<file path="src/rtl/mem_arbiter_if.sv">
// Bus bundle between the three memory requesters, the arbiter and the shared memory.
// The slave modport is the arbiter's view; master is the requester/memory side.
interface mem_arbiter_if #(
    parameter int unsigned ADDR_W = 32,
    parameter int unsigned DATA_W = 32
);
    logic              if_req;
    logic [ADDR_W-1:0] if_addr;
    logic              d_req;
    logic              d_we;
    logic [ADDR_W-1:0] d_addr;
    logic [DATA_W-1:0] d_wdata;
    logic              ld_req;
    logic              ld_we;
    logic [ADDR_W-1:0] ld_addr;
    logic [DATA_W-1:0] ld_wdata;
    logic [2:0]        ack;
    logic [2:0]        err;
    logic [DATA_W-1:0] rdata;
    logic [ADDR_W-1:0] mem_addr;
    logic [DATA_W-1:0] mem_wdata;
    logic              mem_we;
    logic [DATA_W-1:0] mem_rdata;
    logic [1:0]        grant;

    modport slave (
        input  if_req, if_addr,
        input  d_req, d_we, d_addr, d_wdata,
        input  ld_req, ld_we, ld_addr, ld_wdata,
        input  mem_rdata,
        output ack, err, rdata, grant,
        output mem_addr, mem_wdata, mem_we
    );

    modport master (
        output if_req, if_addr,
        output d_req, d_we, d_addr, d_wdata,
        output ld_req, ld_we, ld_addr, ld_wdata,
        output mem_rdata,
        input  ack, err, rdata, grant,
        input  mem_addr, mem_wdata, mem_we
    );
endinterface

</file>
<file path="src/rtl/mem_arbiter.sv">
// Three-port arbiter onto one synchronous single-port memory: fetch (read-only), data, loader.
// Loader has absolute priority; fetch and data alternate round-robin. Each access takes 2 cycles.
module mem_arbiter #(
    parameter int unsigned ADDR_W = 32,
    parameter int unsigned DATA_W = 32
) (
    input logic          clk,
    input logic          resetn,
    mem_arbiter_if.slave bus
);

    typedef enum logic [1:0] {StIdle, StIssue, StDone} state_e;

    state_e            state_q, state_d;
    logic [1:0]        grant_q, grant_d;
    logic [ADDR_W-1:0] mem_addr_q, mem_addr_d;
    logic [DATA_W-1:0] mem_wdata_q, mem_wdata_d;
    logic              mem_we_q, mem_we_d;
    logic              is_read_q, is_read_d;
    logic              misal_q, misal_d;
    logic [2:0]        ack_q, ack_d;
    logic [2:0]        err_q, err_d;
    // 1 = port 1 served last among ports 0/1, so port 0 wins the next tie
    logic              rr_last_q, rr_last_d;

    logic [2:0]        pend;
    logic [1:0]        win;
    logic [ADDR_W-1:0] sel_addr;
    logic [DATA_W-1:0] sel_wdata;
    logic              sel_we;
    logic              sel_misal;

    always_comb begin
        pend = {bus.ld_req, bus.d_req, bus.if_req};
        // The port acked this cycle may still hold req; it must not be re-served immediately
        if (state_q == StDone) begin
            case (grant_q)
                2'd0:    pend[0] = 1'b0;
                2'd1:    pend[1] = 1'b0;
                2'd2:    pend[2] = 1'b0;
                default: ;
            endcase
        end
    end

    always_comb begin
        if (pend[2]) begin
            win = 2'd2;
        end else if (pend[0] && pend[1]) begin
            win = rr_last_q ? 2'd0 : 2'd1;
        end else if (pend[0]) begin
            win = 2'd0;
        end else if (pend[1]) begin
            win = 2'd1;
        end else begin
            win = 2'd3;
        end
    end

    always_comb begin
        case (win)
            2'd1: begin
                sel_addr  = bus.d_addr;
                sel_wdata = bus.d_wdata;
                sel_we    = bus.d_we;
            end
            2'd2: begin
                sel_addr  = bus.ld_addr;
                sel_wdata = bus.ld_wdata;
                sel_we    = bus.ld_we;
            end
            default: begin
                sel_addr  = bus.if_addr;
                sel_wdata = '0;
                sel_we    = 1'b0;
            end
        endcase
        sel_misal = |sel_addr[1:0];
    end

    always_comb begin
        state_d     = state_q;
        grant_d     = grant_q;
        mem_addr_d  = mem_addr_q;
        mem_wdata_d = mem_wdata_q;
        mem_we_d    = 1'b0;
        is_read_d   = is_read_q;
        misal_d     = misal_q;
        ack_d       = 3'b000;
        err_d       = 3'b000;
        rr_last_d   = rr_last_q;

        case (state_q)
            StIdle, StDone: begin
                if (|pend) begin
                    state_d     = StIssue;
                    grant_d     = win;
                    mem_addr_d  = sel_addr;
                    mem_wdata_d = sel_wdata;
                    mem_we_d    = sel_we && !sel_misal;
                    is_read_d   = !sel_we;
                    misal_d     = sel_misal;
                end else begin
                    state_d = StIdle;
                    grant_d = 2'd3;
                end
            end
            StIssue: begin
                state_d = StDone;
                case (grant_q)
                    2'd0: begin
                        ack_d     = 3'b001;
                        rr_last_d = 1'b0;
                    end
                    2'd1: begin
                        ack_d     = 3'b010;
                        rr_last_d = 1'b1;
                    end
                    2'd2:    ack_d = 3'b100;
                    default: ack_d = 3'b000;
                endcase
                err_d = misal_q ? ack_d : 3'b000;
            end
            default: begin
                state_d = StIdle;
                grant_d = 2'd3;
            end
        endcase
    end

    always_ff @(posedge clk or negedge resetn) begin
        if (!resetn) begin
            state_q     <= StIdle;
            grant_q     <= 2'd3;
            mem_addr_q  <= '0;
            mem_wdata_q <= '0;
            mem_we_q    <= 1'b0;
            is_read_q   <= 1'b0;
            misal_q     <= 1'b0;
            ack_q       <= 3'b000;
            err_q       <= 3'b000;
            rr_last_q   <= 1'b1;
        end else begin
            state_q     <= state_d;
            grant_q     <= grant_d;
            mem_addr_q  <= mem_addr_d;
            mem_wdata_q <= mem_wdata_d;
            mem_we_q    <= mem_we_d;
            is_read_q   <= is_read_d;
            misal_q     <= misal_d;
            ack_q       <= ack_d;
            err_q       <= err_d;
            rr_last_q   <= rr_last_d;
        end
    end

    assign bus.ack       = ack_q;
    assign bus.err       = err_q;
    assign bus.grant     = grant_q;
    assign bus.mem_addr  = mem_addr_q;
    assign bus.mem_wdata = mem_wdata_q;
    assign bus.mem_we    = mem_we_q;
    // Memory read data arrives in DONE; misaligned reads and writes return zero
    assign bus.rdata     = (state_q == StDone && is_read_q && !misal_q) ? bus.mem_rdata : '0;

endmodule

</file>
<file path="src/flat_wrapper.sv">
// flat-port wrapper written by rule: the top's interface ports become plain ports
module mem_arbiter_flat 
#(
    parameter int unsigned ADDR_W = 32,
    parameter int unsigned DATA_W = 32
)
  (clk, resetn, bus_if_req, bus_if_addr, bus_d_req, bus_d_we, bus_d_addr, bus_d_wdata, bus_ld_req, bus_ld_we, bus_ld_addr, bus_ld_wdata, bus_mem_rdata, bus_ack, bus_err, bus_rdata, bus_grant, bus_mem_addr, bus_mem_wdata, bus_mem_we);
  mem_arbiter_if #(.ADDR_W(ADDR_W), .DATA_W(DATA_W)) bus_i ();
  input logic clk;
  input logic resetn;
  input wire logic [$bits(bus_i.if_req)-1:0] bus_if_req;
  input wire logic [$bits(bus_i.if_addr)-1:0] bus_if_addr;
  input wire logic [$bits(bus_i.d_req)-1:0] bus_d_req;
  input wire logic [$bits(bus_i.d_we)-1:0] bus_d_we;
  input wire logic [$bits(bus_i.d_addr)-1:0] bus_d_addr;
  input wire logic [$bits(bus_i.d_wdata)-1:0] bus_d_wdata;
  input wire logic [$bits(bus_i.ld_req)-1:0] bus_ld_req;
  input wire logic [$bits(bus_i.ld_we)-1:0] bus_ld_we;
  input wire logic [$bits(bus_i.ld_addr)-1:0] bus_ld_addr;
  input wire logic [$bits(bus_i.ld_wdata)-1:0] bus_ld_wdata;
  input wire logic [$bits(bus_i.mem_rdata)-1:0] bus_mem_rdata;
  output wire logic [$bits(bus_i.ack)-1:0] bus_ack;
  output wire logic [$bits(bus_i.err)-1:0] bus_err;
  output wire logic [$bits(bus_i.rdata)-1:0] bus_rdata;
  output wire logic [$bits(bus_i.grant)-1:0] bus_grant;
  output wire logic [$bits(bus_i.mem_addr)-1:0] bus_mem_addr;
  output wire logic [$bits(bus_i.mem_wdata)-1:0] bus_mem_wdata;
  output wire logic [$bits(bus_i.mem_we)-1:0] bus_mem_we;
  assign bus_i.if_req = bus_if_req;
  assign bus_i.if_addr = bus_if_addr;
  assign bus_i.d_req = bus_d_req;
  assign bus_i.d_we = bus_d_we;
  assign bus_i.d_addr = bus_d_addr;
  assign bus_i.d_wdata = bus_d_wdata;
  assign bus_i.ld_req = bus_ld_req;
  assign bus_i.ld_we = bus_ld_we;
  assign bus_i.ld_addr = bus_ld_addr;
  assign bus_i.ld_wdata = bus_ld_wdata;
  assign bus_i.mem_rdata = bus_mem_rdata;
  assign bus_ack = bus_i.ack;
  assign bus_err = bus_i.err;
  assign bus_rdata = bus_i.rdata;
  assign bus_grant = bus_i.grant;
  assign bus_mem_addr = bus_i.mem_addr;
  assign bus_mem_wdata = bus_i.mem_wdata;
  assign bus_mem_we = bus_i.mem_we;
  mem_arbiter #(.ADDR_W(ADDR_W), .DATA_W(DATA_W)) u_core (.clk(clk), .resetn(resetn), .bus(bus_i));
endmodule
</file>
<file path="config.mk">
export PLATFORM = sky130hd
export DESIGN_NAME = mem_arbiter_flat
export DESIGN_NICKNAME = d
export VERILOG_FILES = /design/src/rtl/mem_arbiter_if.sv /design/src/rtl/mem_arbiter.sv /design/src/flat_wrapper.sv
export SDC_FILE = /design/constraint.sdc
export NUM_CORES = 1
export LEC_CHECK = 0
export ABC_CLOCK_PERIOD_IN_PS = 2450
export CORE_ASPECT_RATIO = 1.1
export CORE_MARGIN = 4
export CORE_UTILIZATION = 32
export CTS_CLUSTER_SIZE = 40
export DETAILED_ROUTE_END_ITERATION = 10
export PLACE_DENSITY_LB_ADDON = 0.12
export SYNTH_ARGS = -nofsm -noshare
export SYNTH_HDL_FRONTEND = slang
export SYNTH_SLANG_ARGS = --single-unit
</file>
<file path="constraint.sdc">
create_clock -name clk -period 2.45 [get_ports clk]
set_input_delay 0.49 -clock clk [delete_from_list [all_inputs] [get_ports clk]]
set_output_delay 0.49 -clock clk [all_outputs]
set_load 0.05 [all_outputs]
</file>
# Word-level counts from Yosys, hierarchy flattened
# Cells that the tools add are included.
totals:
  register_bits: 78
  latchBits: 0
  ramBits: 0
  romBits: 0
  input_bits: 199
  memories: 0
classes:
  addsub: 0
  n_mul: 0
  n_div: 0
  order_cmp: 0
  eq_ne: 6
  shifts: 0
  muxes: 24
  n_bitwise: 0
  reduce_logical: 15
op_table:
  columns: ["op", "count"]
  rows:
  - ["32-bit one-hot mux with 2 select lines", 2]
  - ["32-bit 2-to-1 mux", 1]
  - ["3-bit 2-to-1 mux", 4]
  - ["2-bit 2-to-1 mux", 5]
  - ["3-bit one-hot mux with 3 select lines", 1]
  - ["2-bit one-hot mux with 2 select lines", 2]
  - ["1-bit 2-to-1 mux", 7]
  - ["2-bit by 1-bit equality test with 1-bit output (second input constant)", 3]
  - ["2-bit equality test (second input constant)", 3]
  - ["1-bit logical AND", 4]
  - ["2-bit logical NOT", 2]
  - ["1-bit one-hot mux with 2 select lines", 2]
  - ["2-bit AND reduction", 2]
  - ["2-bit OR reduction", 2]
  - ["1-bit logical NOT", 3]
  - ["3-bit OR reduction", 1]
  - ["2-bit nonzero test", 1]

# Longest topological paths before layout
# Gate-level depths: netlist of the first run.
logic_depth:
  ltp_word: 14
  mapped_depth: 11
  depth_no_buf: 9

# Worst setup path after synthesis of the first run
# No wires, ideal clock.
synth_timing:
  kind: "reg2reg"
  start: "reg u_core.grant_q[1] (netlist: u_core.bus.grant[1])"
  end: "reg u_core.mem_addr_q[19] (netlist: u_core.bus.mem_addr[19])"
  setup_time_ns: 0.125
  arrival_time_ns: 2.743
  t_required_ns: 2.325
  slack_ns: -0.418
  path_stages_with_launch: 11
  period_less_slack_ns: 2.868
  cell_sequence: "dfstp_2 -> buf_2 -> inv_1 -> a311oi_1 -> o21ai_0 -> ha_1 -> clkbuf_1 -> clkbuf_1 -> clkbuf_1 -> o21ai_0 -> mux2_4"
synth_via:
  elab_chain_cells: 9
  elab_cells_between_ends: 17
synth_lines:
  columns: ["item", "line_no", "rtl"]
  rows:
  - ["start, declared", "mem_arbiter.sv:15", "logic [1:0] grant_q, grant_d;"]
  - ["start signal, assigned", "mem_arbiter.sv:145", "grant_q <= grant_d;"]
  - ["2-bit by 1-bit equality test with 1-bit output", "mem_arbiter.sv:37", "case (grant_q)"]
  - ["1-bit 2-to-1 mux", "mem_arbiter.sv:37", null]
  - ["3-bit 2-to-1 mux *", "mem_arbiter.sv:36", "if (state_q == StDone) begin"]
  - ["2-bit 2-to-1 mux", "mem_arbiter.sv:53", "end else if (pend[1]) begin"]
  - ["2-bit 2-to-1 mux", "mem_arbiter.sv:51", "end else if (pend[0]) begin"]
  - ["2-bit 2-to-1 mux", "mem_arbiter.sv:49", "end else if (pend[0] && pend[1]) begin"]
  - ["2-bit 2-to-1 mux", "mem_arbiter.sv:47", "if (pend[2]) begin"]
  - ["2-bit equality test or 2-bit by 1-bit equality test with 1-bit output (tied branches)", "mem_arbiter.sv:61", "case (win)"]
  - ["32-bit one-hot mux with 2 select lines", "mem_arbiter.sv:61", null]
  - ["end signal, assigned", "mem_arbiter.sv:146", "mem_addr_q <= mem_addr_d;"]
  - ["end, declared", "mem_arbiter.sv:16", "logic [ADDR_W-1:0] mem_addr_q, mem_addr_d;"]
# Every way passes the cells marked *; elsewhere a longest branch is shown, timed or not.
# A chain may end at the register's enable or synchronous reset.

# Worst setup path in the final report of the first run
layout_timing:
  start: "reg u_core.grant_q[1] (netlist: u_core.bus.grant[1])"
  end: "out bus_grant[1]"
layout_rtl:
  columns: ["item", "line_no", "rtl"]
  rows:
  - ["end, declared", "flat_wrapper.sv:25", "output wire logic [$bits(bus_i.grant)-1:0] bus_grant;"]
# No word-level cell between the ends.

==> results of run 1 <==
## critical path, cell delays in order (launching register included)
cell,delay [ns]
dfstp_2,0.66
buf_4,0.15
clkdlybuf4s50_1,0.80
## worst paths after layout
| check | startpoint | endpoint | cells after the start | slack [ns] |
|---|---|---|---|---|
| worst max-delay path | u_core.bus.grant[1] | bus_grant[1] | 2 | 0.03 |
| worst min-delay path | resetn | u_core.bus.mem_wdata[2] | 1 | 0.13 |
| worst max register to register | u_core.state_q[0] | u_core.bus.mem_wdata[12] | 9 | 0.12 |
| worst min register to register | u_core.bus.mem_wdata[0] | u_core.bus.mem_wdata[0] | 1 | 0.50 |
| max in group asynchronous | resetn | u_core.bus.mem_wdata[0] | 2 | 1.72 |
| min in group clk | u_core.bus.mem_wdata[0] | u_core.bus.mem_wdata[0] | 1 | 0.50 |
## sequential cells by signal (all words and copies together), names as in the netlist
| signal | cells |
|---|---|
| u_core.is_read_q | 1 |
| u_core.bus.mem_we | 1 |
| u_core.bus.grant | 2 |
| u_core.rr_last_q | 1 |
| u_core.bus.ack | 3 |
| u_core.bus.mem_wdata | 32 |
| u_core.bus.mem_addr | 32 |
| u_core.bus.err | 3 |
| u_core.misal_q | 1 |
| u_core.state_q | 2 |
## timing repair
| action | 4_1_cts | 5_1_grt |
|---|---|---|
| resized for setup | 0 | 5 |
| setup buffers | 0 | 3 |
| setup endpoints to repair | 0 | 63 |
## layer usage
layer / track usage (%) / part of all wire (%)
met3: 7.115 / 9.3
met4: 5.794 / 1.3
met5: 0 / 0.13
met2: 34.04 / 51
met1: 22.64 / 38
## cell usage in the layout, fill, tap and decap left out, types with 2 or more instances in the layout
cell,instances
clkdlybuf4s50_1,269
dfrtp_1,75
a22oi_1,65
mux2_2,48
nor2_1,39
buf_12,39
nand2_1,34
and2_1,32
o21ai_0,24
mux2_4,17
o21ai_1,14
buf_4,13
clkbuf_16,10
inv_1,6
nand2b_1,3
nor3_1,3
dfstp_2,3
mux2i_1,2
ha_4,2
clkbuf_8,2
bufinv_16,2
## power breakdown
part,leakage [nW],internal (mW),switching (mW)
combinational,2.32,2.91,3.98
sequential,0.999,1.88,0.338
clock,0.155,0.943,0.511
## cell families (layout without fill, tap and decap cells)
logic type               count (synthesis)  count (layout)  synth area share (%)
multiplexers                            67              67                 18.99
flip-flops                              78              78                 45.52
AO/OA/AOI/OAI                          113             113                 17.76
adder cells (fa/ha/maj)                  2               2                0.5823
buffers and inverters                   44             344                 4.601
AND/OR/NAND/NOR                        115             115                 12.55
## final cells by class
| type | instances | area, um^2 |
|---|---|---|
| tap | 161 | 201.4 |
| inverter | 7 | 28.78 |
| sequential | 78 | 1956 |
| timing repair buffer | 322 | 3596 |
| fill | 1074 | 4858 |
| clock buffer | 12 | 256.5 |
| multi-input combinational | 297 | 2193 |
| clock inverter | 3 | 67.56 |
==> out/metrics.json, run 1 <==
{
  "clk_latency": {"value": 0.33, "unit": "ns"},
  "fin_ws": {"value": 0.03244, "unit": "ns"},
  "grt_max_degree": {"value": 45},
  "synth_sequential_area_ratio": {"value": 45.52, "unit": "%"},
  "wire_per_inst": {"value": 17.95, "unit": "um"},
  "timing.hold.worst.class": {"value": "primary input to async pin"},
  "starting_density_of_the_core": {"value": 32.66, "unit": "%"},
  "cts_buffers": {"value": 9},
  "timing_max_transition_violations_final": {"value": 0},
  "dr.pass1.iters": {"value": 4},
  "synth_commonest_cells": {"value": "dfrtp_1 (75), a22oi_1 (66), mux2_2 (48)"},
  "synth_enable_flop_cells": {"value": 0},
  "port-buffer-count": {"value": 303},
  "ctsHoldBuffers": {"value": 0},
  "routed_wl": {"value": 15800, "unit": "um"},
  "ys.warnings.count": {"value": 0},
  "synthesis.instances": {"value": 419},
  "crit_required": {"value": 1.96, "unit": "ns"},
  "number_of_remaining_drc_errors": {"value": 0},
  "synth-seq-cells": {"value": 78},
  "wire_length_of_the_first_global_routing_pass": {"value": 23850, "unit": "um"},
  "report.power.total": {"value": 10.56, "unit": "mW"},
  "horizontal_extent_of_the_die": {"value": 118.5, "unit": "um"},
  "place_area": {"value": 7904, "unit": "um^2"},
  "syn_nets": {"value": 620},
  "sort_of_element_at_the_end_of_the_critical_path": {"value": "output pin"},
  "synthFlopType": {"value": "dfrtp_1"},
  "drive_gt1_share": {"value": 20.17, "unit": "%"},
  "post-synth-top-count-cell": {"value": "dfrtp_1"},
  "path_clk_slew": {"value": 0.05, "unit": "ns"},
  "tightestPinTransition": {"value": 0.5857, "unit": "ns"},
  "placedCellCount": {"value": 861},
  "period_needed": {"value": 2.418, "unit": "ns"},
  "clock-root-buffer": {"value": "clkbuf_16"},
  "leakage_component_of_the_power": {"value": 3.473, "unit": "nW"},
  "clk_sinks": {"value": 78},
  "first_iter_violations": {"value": 197},
  "arrival_worst_endpoint": {"value": 1.93, "unit": "ns"},
  "diodes": {"value": 0},
  "grt_pass1_vias": {"value": 4489},
  "cellPowerDensity": {"value": 1273, "unit": "nW/um^2"},
  "h-tree-depth": {"value": 3},
  "grt_use_total": {"value": 19.50, "unit": "%"},
  "synthDominantCellAreaShare": {"value": 43.68, "unit": "%"},
  "syn-cell-area": {"value": 4297, "unit": "um^2"},
  "fmax": {"value": 0.4136, "unit": "GHz"},
  "grt_antenna_before_repair": {"value": 1},
  "post-synth-top-area-cell": {"value": "dfrtp_1"},
  "finalWeightedCongestion": {"value": 0.8359},
  "timing.final.hold_violations": {"value": 0},
  "vias_after_detailed_routing": {"value": 4337},
  "detailed_place_hpwl": {"value": 12310, "unit": "um"},
  "full_die_area": {"value": 15350, "unit": "um^2"},
  "fin_nets": {"value": 916},
  "post_synth_num_cell_types": {"value": 30},
  "placement.setup.worst_slack": {"value": -0.3018, "unit": "ns"},
  "cts.path.max_buffers": {"value": 2},
  "synth_to_layout_area_growth": {"value": 93.16, "unit": "%"},
  "synth.area.top_cells": {"value": "dfrtp_1 (44%), mux2_2 (13%), a22oi_1 (12%)"},
  "final_cell_area": {"value": 8299, "unit": "um^2"},
  "maxCapViolations": {"value": 0},
  "fin_cells": {"value": 880},
  "placementRows": {"value": 44},
  "ys_async_sr_fraction": {"value": 100.0, "unit": "%"},
  "ir_worst_vdd": {"value": 0.6486, "unit": "mV"},
  "post_layout_utilization_of_the_core": {"value": 63.08, "unit": "%"},
  "final.period_utilization": {"value": 98.68, "unit": "%"},
  "skew": {"value": 0.006866, "unit": "ns"},
  "timing.hold.ws": {"value": 0.1297, "unit": "ns"},
  "result_of_the_run": {"value": "finished, final reports clean"},
  "io_pins": {"value": 304},
  "ant_nets": {"value": 0},
  "timing.max_slew.rel_slack": {"value": 60.83, "unit": "%"},
  "criticalPathCategory": {"value": "flip-flop to output pin"},
  "finalSetupViolCount": {"value": 0},
  "post_synth.cell_area_avg": {"value": 10.25, "unit": "um^2"},
  "via_per_inst": {"value": 4.928},
  "startpoint_type": {"value": "flip-flop"},
  "core-area": {"value": 13160, "unit": "um^2"},
  "crit_fanout": {"value": 10},
  "cts_tree": {"value": "built"},
  "grt-ovfl-total": {"value": 0},
  "tns": {"value": 0, "unit": "ns"},
  "die_y_extent": {"value": 129.5, "unit": "um"}
}
No activity file was read; power rests on OpenSTA's default activity.
==> inputs of run 2 (changes only) <==
--- a/config.mk
+++ b/config.mk
@@ -9,8 +9,10 @@
 export CORE_ASPECT_RATIO = 1.1
 export CORE_MARGIN = 4
 export CORE_UTILIZATION = 32
+export CTS_CLUSTER_DIAMETER = 80
 export CTS_CLUSTER_SIZE = 40
 export DETAILED_ROUTE_END_ITERATION = 10
+export MAX_ROUTING_LAYER = met4
 export PLACE_DENSITY_LB_ADDON = 0.12
 export SYNTH_ARGS = -nofsm -noshare
 export SYNTH_HDL_FRONTEND = slang
==> run 2 against run 1 <==
  * Clock power barely moved
  * Maximum frequency rose by 0.41%
  * Largest power group unchanged
  * First-iteration DRC count rose by 12%
  * Worst hold slack improved by 0.0015 ns
  * Clock skew barely moved
  * Die area did not move
  * Critical path depth did not move
  * Clock-buffer cell count did not move
  * Worst setup slack improved by 0.0098 ns
  * Critical endpoint unchanged
  * Non-clock buffer count did not move
==> out/metrics.json, run 2 (synthesis gave the netlist of run 1 again) <==
{
  "die_y_extent": {"value": 129.5, "unit": "um"},
  "full_die_area": {"value": 15350, "unit": "um^2"},
  "clk_sinks": {"value": 78},
  "clk_latency": {"value": 0.33, "unit": "ns"},
  "crit-reg2reg-capture": {"value": "u_core.misal_q"},
  "placementRows": {"value": 44},
  "drive_gt1_share": {"value": 20.17, "unit": "%"},
  "sort_of_element_at_the_end_of_the_critical_path": {"value": "output pin"},
  "grt_max_degree": {"value": 45},
  "layout.cells.most_common": {"value": "clkdlybuf4s50_1"},
  "tightestPinTransition": {"value": 0.5763, "unit": "ns"},
  "io_pins": {"value": 304},
  "final_cell_area": {"value": 8302, "unit": "um^2"},
  "post_layout_utilization_of_the_core": {"value": 63.09, "unit": "%"},
  "grtUsageMet2": {"value": 34.04, "unit": "%"},
  "wire_length_of_the_first_global_routing_pass": {"value": 23810, "unit": "um"},
  "result_of_the_run": {"value": "finished, final reports clean"},
  "grtUsageMet3": {"value": 6.111, "unit": "%"},
  "cts.path.max_buffers": {"value": 2},
  "port-buffer-count": {"value": 303},
  "wire_per_inst": {"value": 17.87, "unit": "um"},
  "ir_worst_vdd": {"value": 0.6488, "unit": "mV"},
  "horizontal_extent_of_the_die": {"value": 118.5, "unit": "um"},
  "rr_worst_depth": {"value": 10},
  "ff_latch_area": {"value": 1956, "unit": "um^2"},
  "grt_use_total": {"value": 20.08, "unit": "%"},
  "arrival_worst_endpoint": {"value": 1.92, "unit": "ns"},
  "ant_nets": {"value": 0},
  "timing.max_slew.rel_slack": {"value": 61.46, "unit": "%"},
  "timing.hold.worst.class": {"value": "primary input to async pin"},
  "finalWeightedCongestion": {"value": 0.8488},
  "number_of_remaining_drc_errors": {"value": 0},
  "global_route.peak_usage_layer": {"value": "met2"},
  "clock-root-buffer": {"value": "clkbuf_16"},
  "cts_tree": {"value": "built"},
  "rr_startpoint": {"value": "u_core.bus.grant[0]"},
  "timing.final.hold_violations": {"value": 0},
  "h-tree-depth": {"value": 3},
  "vias_after_detailed_routing": {"value": 4339},
  "final.period_utilization": {"value": 98.28, "unit": "%"},
  "cellPowerDensity": {"value": 1271, "unit": "nW/um^2"},
  "fin_cells": {"value": 881},
  "skew": {"value": 0.006589, "unit": "ns"},
  "cp-startpoint": {"value": "u_core.bus.grant[1]"},
  "placedCellCount": {"value": 861},
  "fin_ws": {"value": 0.04221, "unit": "ns"},
  "commonest_non_fill_non_tap_cells_in_the_layout": {"value": "clkdlybuf4s50_1 (269), dfrtp_1 (75), a22oi_1 (65), mux2_2 (48)"},
  "path_clk_slew": {"value": 0.05, "unit": "ns"},
  "criticalPathCategory": {"value": "flip-flop to output pin"},
  "crit_required": {"value": 1.96, "unit": "ns"},
  "startpoint_type": {"value": "flip-flop"},
  "synth_to_layout_area_growth": {"value": 93.21, "unit": "%"},
  "starting_density_of_the_core": {"value": 32.66, "unit": "%"},
  "crit_fanout": {"value": 10},
  "fmax": {"value": 0.4153, "unit": "GHz"},
  "period_needed": {"value": 2.408, "unit": "ns"},
  "first_iter_violations": {"value": 221},
  "finalSetupViolCount": {"value": 0},
  "grt_pass1_vias": {"value": 4509},
  "fin_nets": {"value": 916},
  "grt-ovfl-total": {"value": 0},
  "grt_use_met1": {"value": 23.22, "unit": "%"},
  "routed_wl": {"value": 15750, "unit": "um"},
  "detailed_place_hpwl": {"value": 12310, "unit": "um"},
  "timing_max_transition_violations_final": {"value": 0},
  "ctsHoldBuffers": {"value": 0},
  "report.power.total": {"value": 10.55, "unit": "mW"},
  "placement.setup.worst_slack": {"value": -0.3018, "unit": "ns"},
  "n_fill_cell": {"value": 1074},
  "leakage_component_of_the_power": {"value": 3.473, "unit": "nW"},
  "grt_antenna_before_repair": {"value": 1},
  "cp_capture_point": {"value": "bus_grant[1]"},
  "reg2reg_setup_slack": {"value": 0.12, "unit": "ns"},
  "dr.pass1.iters": {"value": 5},
  "maxCapViolations": {"value": 0},
  "core-area": {"value": 13160, "unit": "um^2"},
  "place_area": {"value": 7904, "unit": "um^2"},
  "via_per_inst": {"value": 4.925},
  "multi_input_area": {"value": 2193, "unit": "um^2"},
  "cts_buffers": {"value": 9}
}
run 2: metal layers:
| metal | wire [um] | vias to the layer above |
|---|---|---|
| met5 | 0 | - |
| met2 | 7968 | 197 |
| met4 | 224 | 0 |
| li1 | - | 2081 |
| met3 | 1405 | 18 |
| met1 | 6149 | 2043 |
run 2: worst max-delay path, stage by stage, from the launching register on:
cell and delay (ns):
dfstp_2 0.65, buf_4 0.14, clkdlybuf4s50_1 0.80
run 2: where the power goes:
group	internal (mW)	total, mW	switching [mW]
Combinational	2.91	6.88	3.98
Clock	0.943	1.45	0.506
Sequential	1.88	2.22	0.336
Total	5.73	10.6	4.82
run 2: worst min-delay path by stage:
stage                                   from                        to  cells past startpoint
finish                                resetn   u_core.bus.mem_wdata[2]                      1
global route                          resetn   u_core.bus.mem_addr[20]                      1
CTS                                   resetn   u_core.bus.mem_addr[20]                      1
detailed placement   u_core.bus.mem_wdata[3]   u_core.bus.mem_wdata[3]                      1
global placement    u_core.bus.mem_wdata[17]  u_core.bus.mem_wdata[17]                      1
floorplan                             resetn         u_core.bus.ack[0]                      0
run 2: per-stage QoR:
stage	TNS, ns	hold slack [ns]
CTS	0	0.1539
detailed placement	-13.35	0.4915
global placement	-9.112	0.4872
global route	-0.05685	0.1680
floorplan	-0.1044	0.1944
finish	0	0.1312
run 2: what timing repair did:
item | CTS | global route
gates resized for setup | 0 | 5
setup buffers | 0 | 3
endpoints found under the hold margin | 0 | 0
endpoints found under the setup margin | 0 | 63
run 2: cell type report:
class / instances / area share (%)
sequential: 78 / 23.56
inverter: 7 / 0.3466
multi-input combinational: 297 / 26.42
tap: 161 / 2.427
clock buffer: 12 / 3.090
antenna: 1 / 0.03014
clock inverter: 3 / 0.8139
timing repair buffer: 322 / 43.32
